**src/rtl/vram_arbiter_if.sv**
```systemverilog
`default_nettype none
// +------------------------------------------------------------------+
// | vram_arbiter_if                                                   |
// | Client request/grant/read-return bundle for the frame-buffer      |
// | arbiter. master = drawing client, slave = arbiter.                |
// | Revision: 1.0                                                     |
// +------------------------------------------------------------------+
interface vram_arbiter_if;
  logic        cl_req;
  logic        cl_we;
  logic [14:0] cl_addr;
  logic [7:0]  cl_wdata;
  logic        cl_ack;
  logic [7:0]  cl_rdata;
  logic        cl_rvalid;

  modport master (
    output cl_req, cl_we, cl_addr, cl_wdata,
    input  cl_ack, cl_rdata, cl_rvalid
  );

  modport slave (
    input  cl_req, cl_we, cl_addr, cl_wdata,
    output cl_ack, cl_rdata, cl_rvalid
  );
endinterface
`default_nettype wire

```
**src/rtl/vram_arbiter.sv**
```systemverilog
`default_nettype none
// +------------------------------------------------------------------+
// | vram_arbiter                                                      |
// | Shares a single-port 160x120x8 frame buffer between 4x-upscaled   |
// | scanout (fixed slot every 4th active pixel) and one drawing       |
// | client (all other cycles). Pixel output is 3 cycles behind the    |
// | timing inputs; syncs and active flag are delayed to match.        |
// | Option macro: VRAM_BLANK_ONLY_EN - client served only in blanking |
// | Revision: 1.0                                                     |
// +------------------------------------------------------------------+
module vram_arbiter #(
  parameter int H_ACTIVE = 640,
  parameter int V_ACTIVE = 480
) (
  input  wire         pxl_clk,
  input  wire         reset,
  input  wire  [9:0]  hcount,
  input  wire  [9:0]  vcount,
  input  wire         hsync_in,
  input  wire         vsync_in,
  vram_arbiter_if.slave cl,
  output logic [14:0] mem_addr,
  output logic        mem_we,
  output logic [7:0]  mem_wdata,
  input  wire  [7:0]  mem_rdata,
  output logic [7:0]  pix_color,
  output logic        pix_hsync,
  output logic        pix_vsync,
  output logic        pix_active
);

  typedef enum logic [1:0] {
    OWN_IDLE   = 2'd0,
    OWN_DISP   = 2'd1,
    OWN_CLIENT = 2'd2
  } owner_t;

  logic        active;
  logic        disp_slot;
  logic        client_window;
  logic        client_grant;
  logic [7:0]  row;
  logic [7:0]  col;
  logic [14:0] disp_addr;
  owner_t      owner;
  owner_t      ret_d1;
  owner_t      ret_d2;
  logic        ack_q;
  logic        rvalid_q;
  logic [7:0]  rdata_q;
  logic [7:0]  color_q;
  logic [2:0]  hsync_dly;
  logic [2:0]  vsync_dly;
  logic [2:0]  active_dly;

  // Slot decision for the current cycle: display first, then client, else idle
  always_comb begin
    active    = (hcount < 10'(H_ACTIVE)) && (vcount < 10'(V_ACTIVE));
    disp_slot = active && (hcount[1:0] == 2'b00);
    row       = vcount[9:2];
    col       = hcount[9:2];
    // row*160 built from two shifts; max 119*160+159 fits in 15 bits
    disp_addr = ({7'd0, row} << 7) + ({7'd0, row} << 5) + {7'd0, col};
`ifdef VRAM_BLANK_ONLY_EN
    client_window = !active;
`else
    client_window = 1'b1;
`endif
    // A high ack means this request was just served; ignore it for one cycle
    client_grant = cl.cl_req && !ack_q && !disp_slot && client_window;
    owner = OWN_IDLE;
    if (disp_slot) begin
      owner = OWN_DISP;
    end else if (client_grant) begin
      owner = OWN_CLIENT;
    end
  end

  // Issue stage: register RAM command, grant pulse and return tag
  always_ff @(posedge pxl_clk or posedge reset) begin
    if (reset) begin
      mem_addr  <= 15'd0;
      mem_we    <= 1'b0;
      mem_wdata <= 8'd0;
      ack_q     <= 1'b0;
      ret_d1    <= OWN_IDLE;
    end else begin
      ack_q  <= (owner == OWN_CLIENT);
      mem_we <= (owner == OWN_CLIENT) && cl.cl_we;
      case (owner)
        OWN_DISP: begin
          mem_addr <= disp_addr;
        end
        OWN_CLIENT: begin
          mem_addr  <= cl.cl_addr;
          mem_wdata <= cl.cl_wdata;
        end
        default: begin
          // Idle: address and data hold their last values
        end
      endcase
      // Client writes produce no read return
      ret_d1 <= ((owner == OWN_CLIENT) && cl.cl_we) ? OWN_IDLE : owner;
    end
  end

  // Return stages: wait out RAM latency, then steer read data by owner
  always_ff @(posedge pxl_clk or posedge reset) begin
    if (reset) begin
      ret_d2   <= OWN_IDLE;
      rvalid_q <= 1'b0;
      rdata_q  <= 8'd0;
      color_q  <= 8'd0;
    end else begin
      ret_d2   <= ret_d1;
      rvalid_q <= (ret_d2 == OWN_CLIENT);
      if (ret_d2 == OWN_CLIENT) begin
        rdata_q <= mem_rdata;
      end
      if (ret_d2 == OWN_DISP) begin
        color_q <= mem_rdata;
      end
    end
  end

  // Three-stage delay lines aligning syncs and active flag with the colour
  always_ff @(posedge pxl_clk or posedge reset) begin
    if (reset) begin
      hsync_dly  <= 3'd0;
      vsync_dly  <= 3'd0;
      active_dly <= 3'd0;
    end else begin
      hsync_dly  <= {hsync_dly[1:0], hsync_in};
      vsync_dly  <= {vsync_dly[1:0], vsync_in};
      active_dly <= {active_dly[1:0], active};
    end
  end

  assign cl.cl_ack    = ack_q;
  assign cl.cl_rvalid = rvalid_q;
  assign cl.cl_rdata  = rdata_q;
  assign pix_hsync    = hsync_dly[2];
  assign pix_vsync    = vsync_dly[2];
  assign pix_active   = active_dly[2];
  assign pix_color    = active_dly[2] ? color_q : 8'd0;

endmodule
`default_nettype wire

```
**src/flat_wrapper.sv**
```systemverilog
// flat-port wrapper written by rule: the top's interface ports become plain ports
module vram_arbiter_flat 
#(
  parameter int H_ACTIVE = 640,
  parameter int V_ACTIVE = 480
)
  (pxl_clk, reset, hcount, vcount, hsync_in, vsync_in, mem_addr, mem_we, mem_wdata, mem_rdata, pix_color, pix_hsync, pix_vsync, pix_active, cl_cl_req, cl_cl_we, cl_cl_addr, cl_cl_wdata, cl_cl_ack, cl_cl_rdata, cl_cl_rvalid);
  vram_arbiter_if cl_i ();
  input  wire pxl_clk;
  input  wire reset;
  input  wire  [9:0] hcount;
  input  wire  [9:0] vcount;
  input  wire hsync_in;
  input  wire vsync_in;
  output logic [14:0] mem_addr;
  output logic mem_we;
  output logic [7:0] mem_wdata;
  input  wire  [7:0] mem_rdata;
  output logic [7:0] pix_color;
  output logic pix_hsync;
  output logic pix_vsync;
  output logic pix_active;
  input wire logic [$bits(cl_i.cl_req)-1:0] cl_cl_req;
  input wire logic [$bits(cl_i.cl_we)-1:0] cl_cl_we;
  input wire logic [$bits(cl_i.cl_addr)-1:0] cl_cl_addr;
  input wire logic [$bits(cl_i.cl_wdata)-1:0] cl_cl_wdata;
  output wire logic [$bits(cl_i.cl_ack)-1:0] cl_cl_ack;
  output wire logic [$bits(cl_i.cl_rdata)-1:0] cl_cl_rdata;
  output wire logic [$bits(cl_i.cl_rvalid)-1:0] cl_cl_rvalid;
  assign cl_i.cl_req = cl_cl_req;
  assign cl_i.cl_we = cl_cl_we;
  assign cl_i.cl_addr = cl_cl_addr;
  assign cl_i.cl_wdata = cl_cl_wdata;
  assign cl_cl_ack = cl_i.cl_ack;
  assign cl_cl_rdata = cl_i.cl_rdata;
  assign cl_cl_rvalid = cl_i.cl_rvalid;
  vram_arbiter #(.H_ACTIVE(H_ACTIVE), .V_ACTIVE(V_ACTIVE)) u_core (.pxl_clk(pxl_clk), .reset(reset), .hcount(hcount), .vcount(vcount), .hsync_in(hsync_in), .vsync_in(vsync_in), .cl(cl_i), .mem_addr(mem_addr), .mem_we(mem_we), .mem_wdata(mem_wdata), .mem_rdata(mem_rdata), .pix_color(pix_color), .pix_hsync(pix_hsync), .pix_vsync(pix_vsync), .pix_active(pix_active));
endmodule
```
**config.mk**
```make
export PLATFORM = sky130hd
export DESIGN_NAME = vram_arbiter_flat
export DESIGN_NICKNAME = d
export VERILOG_FILES = /design/src/rtl/vram_arbiter_if.sv /design/src/rtl/vram_arbiter.sv /design/src/flat_wrapper.sv
export SDC_FILE = /design/constraint.sdc
export NUM_CORES = 1
export LEC_CHECK = 0
export CAP_MARGIN = 20
export CORE_UTILIZATION = 39
export CTS_CLUSTER_SIZE = 24
export DETAILED_ROUTE_END_ITERATION = 16
export GPL_ROUTABILITY_DRIVEN = 1
export PLACE_DENSITY_LB_ADDON = 0.05
export SLEW_MARGIN = 20
export SYNTH_ARGS = -nofsm -noshare
export SYNTH_HDL_FRONTEND = slang
export SYNTH_SLANG_ARGS = --single-unit
```
**constraint.sdc**
```tcl
create_clock -name pxl_clk -period 1.8 [get_ports pxl_clk]
set_clock_uncertainty 0.1 [all_clocks]
set_input_delay 0.36 -clock pxl_clk [delete_from_list [all_inputs] [get_ports pxl_clk]]
set_output_delay 0.36 -clock pxl_clk [all_outputs]
set_load 0.05 [all_outputs]
```
==> out/results.txt, run 1 <==
largest area contributor in the synthesized netlist: dfrtp_1
count leader, synth: dfrtp_1
Finished Cell Area: 0.00420 mm^2
Diodes inserted: 0
CTS root buffer: clkbuf_8
Slew HR: 70.9%
Design Power: 3940 uW
net switching power: 1480 uW
fraction of layout cells with a size suffix above 1: 44.4%
#FFs+latches synth: 55
Avg Cell Area, Syn: 12.8 um^2
I/O pin count: 102
clock share of power: 17.5%
Cell Pwr Density: 938 mW/mm^2
cells after synthesis: 203
WP data required: 1.90 ns
largest net degree at the start of global routing: 36
post-synth top area share: 53.1%
synth unique cells: 38
# hold bufs at CTS: 0
number of global-route vias before repair: 2,085
Core Region: 0.00639 mm^2
TNS Setup: -1.36 ns
1st-pass router iterations: 4
Vert. Die Dim: 83.6 um
Slew Viols, Final: 0
multi-input logic area: 0.00129 mm^2
input/output buffers: 99
CTS tree: done
starting density of the core: 40.6%
Longest Clk Path Bufs: 2
Hold WC Path Type: input port to async pin
Non-Filler Instances: 415
Min Clock Period, post-route: 2.11 ns
LEAKAGE: 0.00192 uW
final setup margin: -0.312 ns
chip width: 83.6 um
startpoint types: input port
top cells by area, synth: dfrtp_1 53%, mux2_2 7.4%, ha_1 7.2%
via count: 2,032
Initial DRC Count: 90
final hold violation count: 0
crit path kind: input port to flop
CTS Sinks: 55
internal power: 2450 uW
failing checks: negative setup slack
CP Max Fanout: 2
critical path capture point type: flop
share of the yosys chip area belonging to registers: 53.1%
Critical Path AT: 2.21 ns
fmax: 0.474 GHz
clock slew seen by the registers of the worst setup and hold paths: 0.10 ns
wire length of the first global-routing pass: 9770 um
Mapped Nets: 277
antenna violations before repair: 0
total CTS buffers: 5
# nets final: 411
asr flop ratio synth: 100%
register share of total power: 39.0%
Main synth FF type: dfrtp_1
CP Cell Sequence: buf_8 -> inv_8 -> fa_1 -> inv_2 -> fa_2 -> a21o_1 -> a221oi_4 -> o21bai_1 -> a31o_2
Post-synth EDFFs: 0
FP Rows: 29
WHS: 0.260 ns
Area growth, synth to finish: 61.7%
Total GRT Usage: 17.5%
CP max stage delay: 0.55 ns
Clock Latency Late Sink: 0.31 ns
RSZ-0062 raised after global routing: true
# DRC: 0
Vias/cell: 4.90
drt wl/cell: 14.2 um
period utilization: 117%
VDD IR-drop max: 0.587 mV
DP HPWL: 4260 um
crit path max-delay cell type: fa_1
Reg area: 0.00138 mm^2
htree depth: 2
final setup fails: 7
Area after DPL: 0.00390 mm^2
Max-Cap Viols: 0
status: finished with violations
top post-synthesis cells by count: 55 x dfrtp_1, 17 x mux2_2, 15 x ha_1
Sw Ratio: 37.7%
Syn. warnings: 0
Slew @ Worst Pin: 0.436 ns
# fillers: 487
RePlAce Congestion: 0.810
Combinational Power Share: 43.6%
DRT antenna net count: 0
routed wire length: 5880 um
DIE AREA: 0.00698 mm^2
cell count after placement: 399
grt total ovfl: 0
mapped cell area: 0.00259 mm^2
==> state kept, by name (all words and copies together) (netlist names) <==
register and cells:
u_core.mem_addr 15, u_core.cl.cl_rdata 8, u_core.color_q 8, u_core.mem_wdata 8, u_core.active_dly 3, u_core.hsync_dly 3
u_core.vsync_dly 3, u_core.ret_d1 2, u_core.ret_d2 2, u_core.cl.cl_ack 1, u_core.cl.cl_rvalid 1, u_core.mem_we 1
==> timing repair <==
action | 4_1_cts | 5_1_grt
gates resized for setup | 37 | 11
pin swaps | 17 | 13
endpoints found under the setup margin | 8 | 7
cloned | 0 | 0
setup buffers | 5 | 3
==> final timing paths <==
kind / depth (start not counted) / start / to / slack (ns)
worst max-delay path: 9 / vcount[4] / u_core.mem_addr[14]$_DFFE_PP0P_ / -0.31
worst min-delay path: 2 / reset / u_core.cl.cl_rdata[4]$_DFFE_PP0P_ / 0.26
worst max register to register: 5 / u_core.cl.cl_ack$_DFF_PP0_ / u_core.mem_addr[14]$_DFFE_PP0P_ / 0.39
worst min register to register: 0 / u_core.active_dly[0]$_DFF_PP0_ / u_core.active_dly[1]$_DFF_PP0_ / 0.26
max in group asynchronous: 3 / reset / u_core.mem_wdata[7]$_DFFE_PP0P_ / 0.86
min in group pxl_clk: 0 / u_core.active_dly[0]$_DFF_PP0_ / u_core.active_dly[1]$_DFF_PP0_ / 0.26
==> through the flow <==
step	utilization, %	setup WS, ns
floorplan	-	-0.428
global placement	61.1	-1.09
detailed placement	61.1	-1.12
CTS	64.4	-0.326
global route	65.7	-0.358
finish	65.7	-0.312
==> layout by cell type, fill, tap and decap left out, types with 2 or more instances in the layout <==
| cell type | synthesis | layout |
|---|---|---|
| a211oi_1 | 4 | 4 |
| a21o_1 | 2 | 2 |
| a21oi_1 | 9 | 3 |
| a21oi_2 | 0 | 5 |
| and2_1 | 8 | 8 |
| buf_12 | 0 | 12 |
| buf_4 | 3 | 69 |
| clkbuf_8 | 0 | 5 |
| clkdlybuf4s15_1 | 0 | 2 |
| clkdlybuf4s50_1 | 0 | 45 |
| clkinv_2 | 0 | 2 |
| dfrtp_1 | 55 | 55 |
| dlygate4sd2_1 | 0 | 4 |
| ha_1 | 15 | 6 |
| ha_4 | 0 | 8 |
| inv_1 | 9 | 4 |
| inv_2 | 0 | 3 |
| mux2_2 | 17 | 17 |
| mux2_4 | 8 | 8 |
| mux2i_1 | 10 | 10 |
| nand2_1 | 13 | 13 |
| nand2b_1 | 2 | 2 |
| nand3_2 | 1 | 2 |
| nand4_1 | 3 | 3 |
| nor2b_1 | 6 | 5 |
| o21ai_0 | 10 | 9 |
| xnor2_1 | 2 | 2 |
==> logic make-up after synthesis <==
logic type      Yosys count  synth area share (%)
compound gates           32                  8.39
xor+xnor                  4                  1.35
fa+ha+maj                17                  8.78
buf+inv                  17                  3.23
flops                    55                  53.1
mux                      35                  15.9
simple gates             43                  9.31
==> power by group through the flow <==
stage	combinational [uW]	sequential (uW)	clock, uW
global placement	1610	1550	0
detailed placement	1620	1560	0
CTS	1680	1540	706
finish	1710	1530	687
floorplan	500	2050	0
global route	1810	1560	768
==> area by class of cell <==
class / instances / share of cell area, %
Sequential cell: 55 / 32.8
Multi-Input combinational cell: 131 / 30.9
Timing Repair Buffer: 135 / 30.9
Tap cell: 77 / 2.30
Clock buffer: 5 / 1.64
Inverter: 9 / 1.07
Clock inverter: 3 / 0.447
==> per-layer routing <==
metal,global-route usage (%),routed length (um)
met1,23.5,2610
met5,0,0
met4,4.16,72
met2,27.9,2780
met3,5.24,415
==> critical path, delay by kind of cell <==
| family | cells | cell delay, ns |
|---|---|---|
| AO/OA/AOI/OAI | 4 | 0.80 |
| adder cells (fa/ha/maj) | 2 | 0.89 |
| buffers and inverters | 3 | 0.17 |
Power figures use the tool's default switching activity.
==> run 2, diff against run 1 <==
--- a/config.mk
+++ b/config.mk
@@ -5,7 +5,7 @@
 export SDC_FILE = /design/constraint.sdc
 export NUM_CORES = 1
 export LEC_CHECK = 0
-export CAP_MARGIN = 20
+export CAP_MARGIN = 15
 export CORE_UTILIZATION = 39
 export CTS_CLUSTER_SIZE = 24
 export DETAILED_ROUTE_END_ITERATION = 16
==> results of run 2 <==
Same layout as run 1: the final DEF is identical, and so are final timing and power.
==> edit: new RTL, config.mk and constraints of run 1 <==
`V_ACTIVE` is set to 480 in 2 places; all go to 240.
--- a/src/rtl/vram_arbiter.sv
+++ b/src/rtl/vram_arbiter.sv
@@ -10,7 +10,7 @@
 // +------------------------------------------------------------------+
 module vram_arbiter #(
   parameter int H_ACTIVE = 640,
-  parameter int V_ACTIVE = 480
+  parameter int V_ACTIVE = 240
 ) (
   input  wire         pxl_clk,
   input  wire         reset,
--- a/src/flat_wrapper.sv
+++ b/src/flat_wrapper.sv
@@ -2,7 +2,7 @@
 module vram_arbiter_flat 
 #(
   parameter int H_ACTIVE = 640,
-  parameter int V_ACTIVE = 480
+  parameter int V_ACTIVE = 240
 )
   (pxl_clk, reset, hcount, vcount, hsync_in, vsync_in, mem_addr, mem_we, mem_wdata, mem_rdata, pix_color, pix_hsync, pix_vsync, pix_active, cl_cl_req, cl_cl_we, cl_cl_addr, cl_cl_wdata, cl_cl_ack, cl_cl_rdata, cl_cl_rvalid);
   vram_arbiter_if cl_i ();
Check against the original RTL: not equivalent (Yosys sat finds a counterexample within 4 cycles, from zero or initial values and one cycle with reset high).
==> edit against run 1 <==
The flow still finishes with violations (setup timing); synthesized cell count up 1.5%; total power decreased by 3.3%; synthesized area down 0.14%; combinational power fell by 8%; setup slack better by 0.0022 ns; cell area grew 1.3%; sequential cell count stayed put; routed wire length rose by 1.1%; register-to-register slack hardly changed; critical path type unchanged; largest cell class unchanged.
==> edit: results <==
# TYPE chip_impl_metric gauge
chip_impl_metric{name="post-place-cells",unit=""} 403
chip_impl_metric{name="routed-wl-met3",unit="um"} 233
chip_impl_metric{name="detailed_place_hpwl",unit="um"} 4290
chip_impl_info{name="rr_endpoint",value="u_core.mem_addr[0]$_DFFE_PP0P_"} 1
chip_impl_metric{name="irDropWorstVdd",unit="uV"} 642
chip_impl_info{name="failed_checks",value="setup timing"} 1
chip_impl_metric{name="synthMuxAreaShare",unit="%"} 16.7
chip_impl_metric{name="setup_ws",unit="ns"} -0.309
chip_impl_metric{name="fin_worst_hold_slack",unit="ns"} 0.258
chip_impl_info{name="status",value="finished, violations left"} 1
chip_impl_metric{name="netlist_instances",unit=""} 206
chip_impl_metric{name="grt_pass1_vias",unit=""} 2030
chip_impl_metric{name="grt_max_degree",unit=""} 32
chip_impl_metric{name="global_route.usage.met1",unit="%"} 20.2
chip_impl_metric{name="post-cts-setup-buffer-count",unit=""} 1
chip_impl_metric{name="instances_no_fill",unit=""} 416
chip_impl_metric{name="sequential_cell_total",unit=""} 55
chip_impl_metric{name="wire_length_of_the_first_global_routing_pass",unit="um"} 9470
chip_impl_metric{name="pwr_density_cell",unit="nW/um^2"} 896
chip_impl_metric{name="finalSetupTns",unit="ns"} -0.953
chip_impl_metric{name="pre_cts_ws",unit="ns"} -1.15
chip_impl_metric{name="power.share.sequential",unit="%"} 39.8
chip_impl_metric{name="synth-xor-area-share",unit="%"} 0.676
chip_impl_metric{name="groute.layer.met3.usage",unit="%"} 2.77
chip_impl_metric{name="final_nets",unit=""} 412
chip_impl_metric{name="last_weighted_congestion_value_of_the_routability_driven_placer",unit=""} 0.866
chip_impl_metric{name="synth_seq_area_share",unit="%"} 53.1
chip_impl_metric{name="layout-drive-gt1-share",unit="%"} 44.5
chip_impl_metric{name="synth.net_count",unit=""} 280
chip_impl_metric{name="m1_wire_length",unit="um"} 2400
chip_impl_metric{name="wl_met2",unit="um"} 3210
chip_impl_metric{name="buf_share",unit="%"} 30.9
chip_impl_metric{name="synth_cell_types",unit=""} 39
chip_impl_metric{name="routed_wirelength",unit="um"} 5940
chip_impl_metric{name="dpl-instance-area",unit="sq um"} 3930
chip_impl_metric{name="finalSetupViolations",unit=""} 5
chip_impl_metric{name="powerClk",unit="mW"} 0.721
==> edit: changes by cell type in the layout (fill, tap and decap cells not counted), moves of 4 or more <==
cell / run 1 / this run
sky130_fd_sc_hd__nor2_1: 1 / 5
sky130_fd_sc_hd__mux2_4: 8 / 0
sky130_fd_sc_hd__a21oi_2: 5 / 0
sky130_fd_sc_hd__mux2i_1: 10 / 14
sky130_fd_sc_hd__buf_4: 69 / 64
sky130_fd_sc_hd__nor2b_1: 5 / 1
sky130_fd_sc_hd__mux2_2: 17 / 26
sky130_fd_sc_hd__a211oi_1: 4 / 0
==> edit: worst max-delay path, delay by kind of cell <==
| kind | cells | cell delay (ns) |
|---|---|---|
| buffers and inverters | 3 | 0.18 |
| adders and majority gates | 2 | 0.89 |
| AOI/OAI and AO/OA | 3 | 0.59 |
| and+or+nand+nor | 1 | 0.21 |
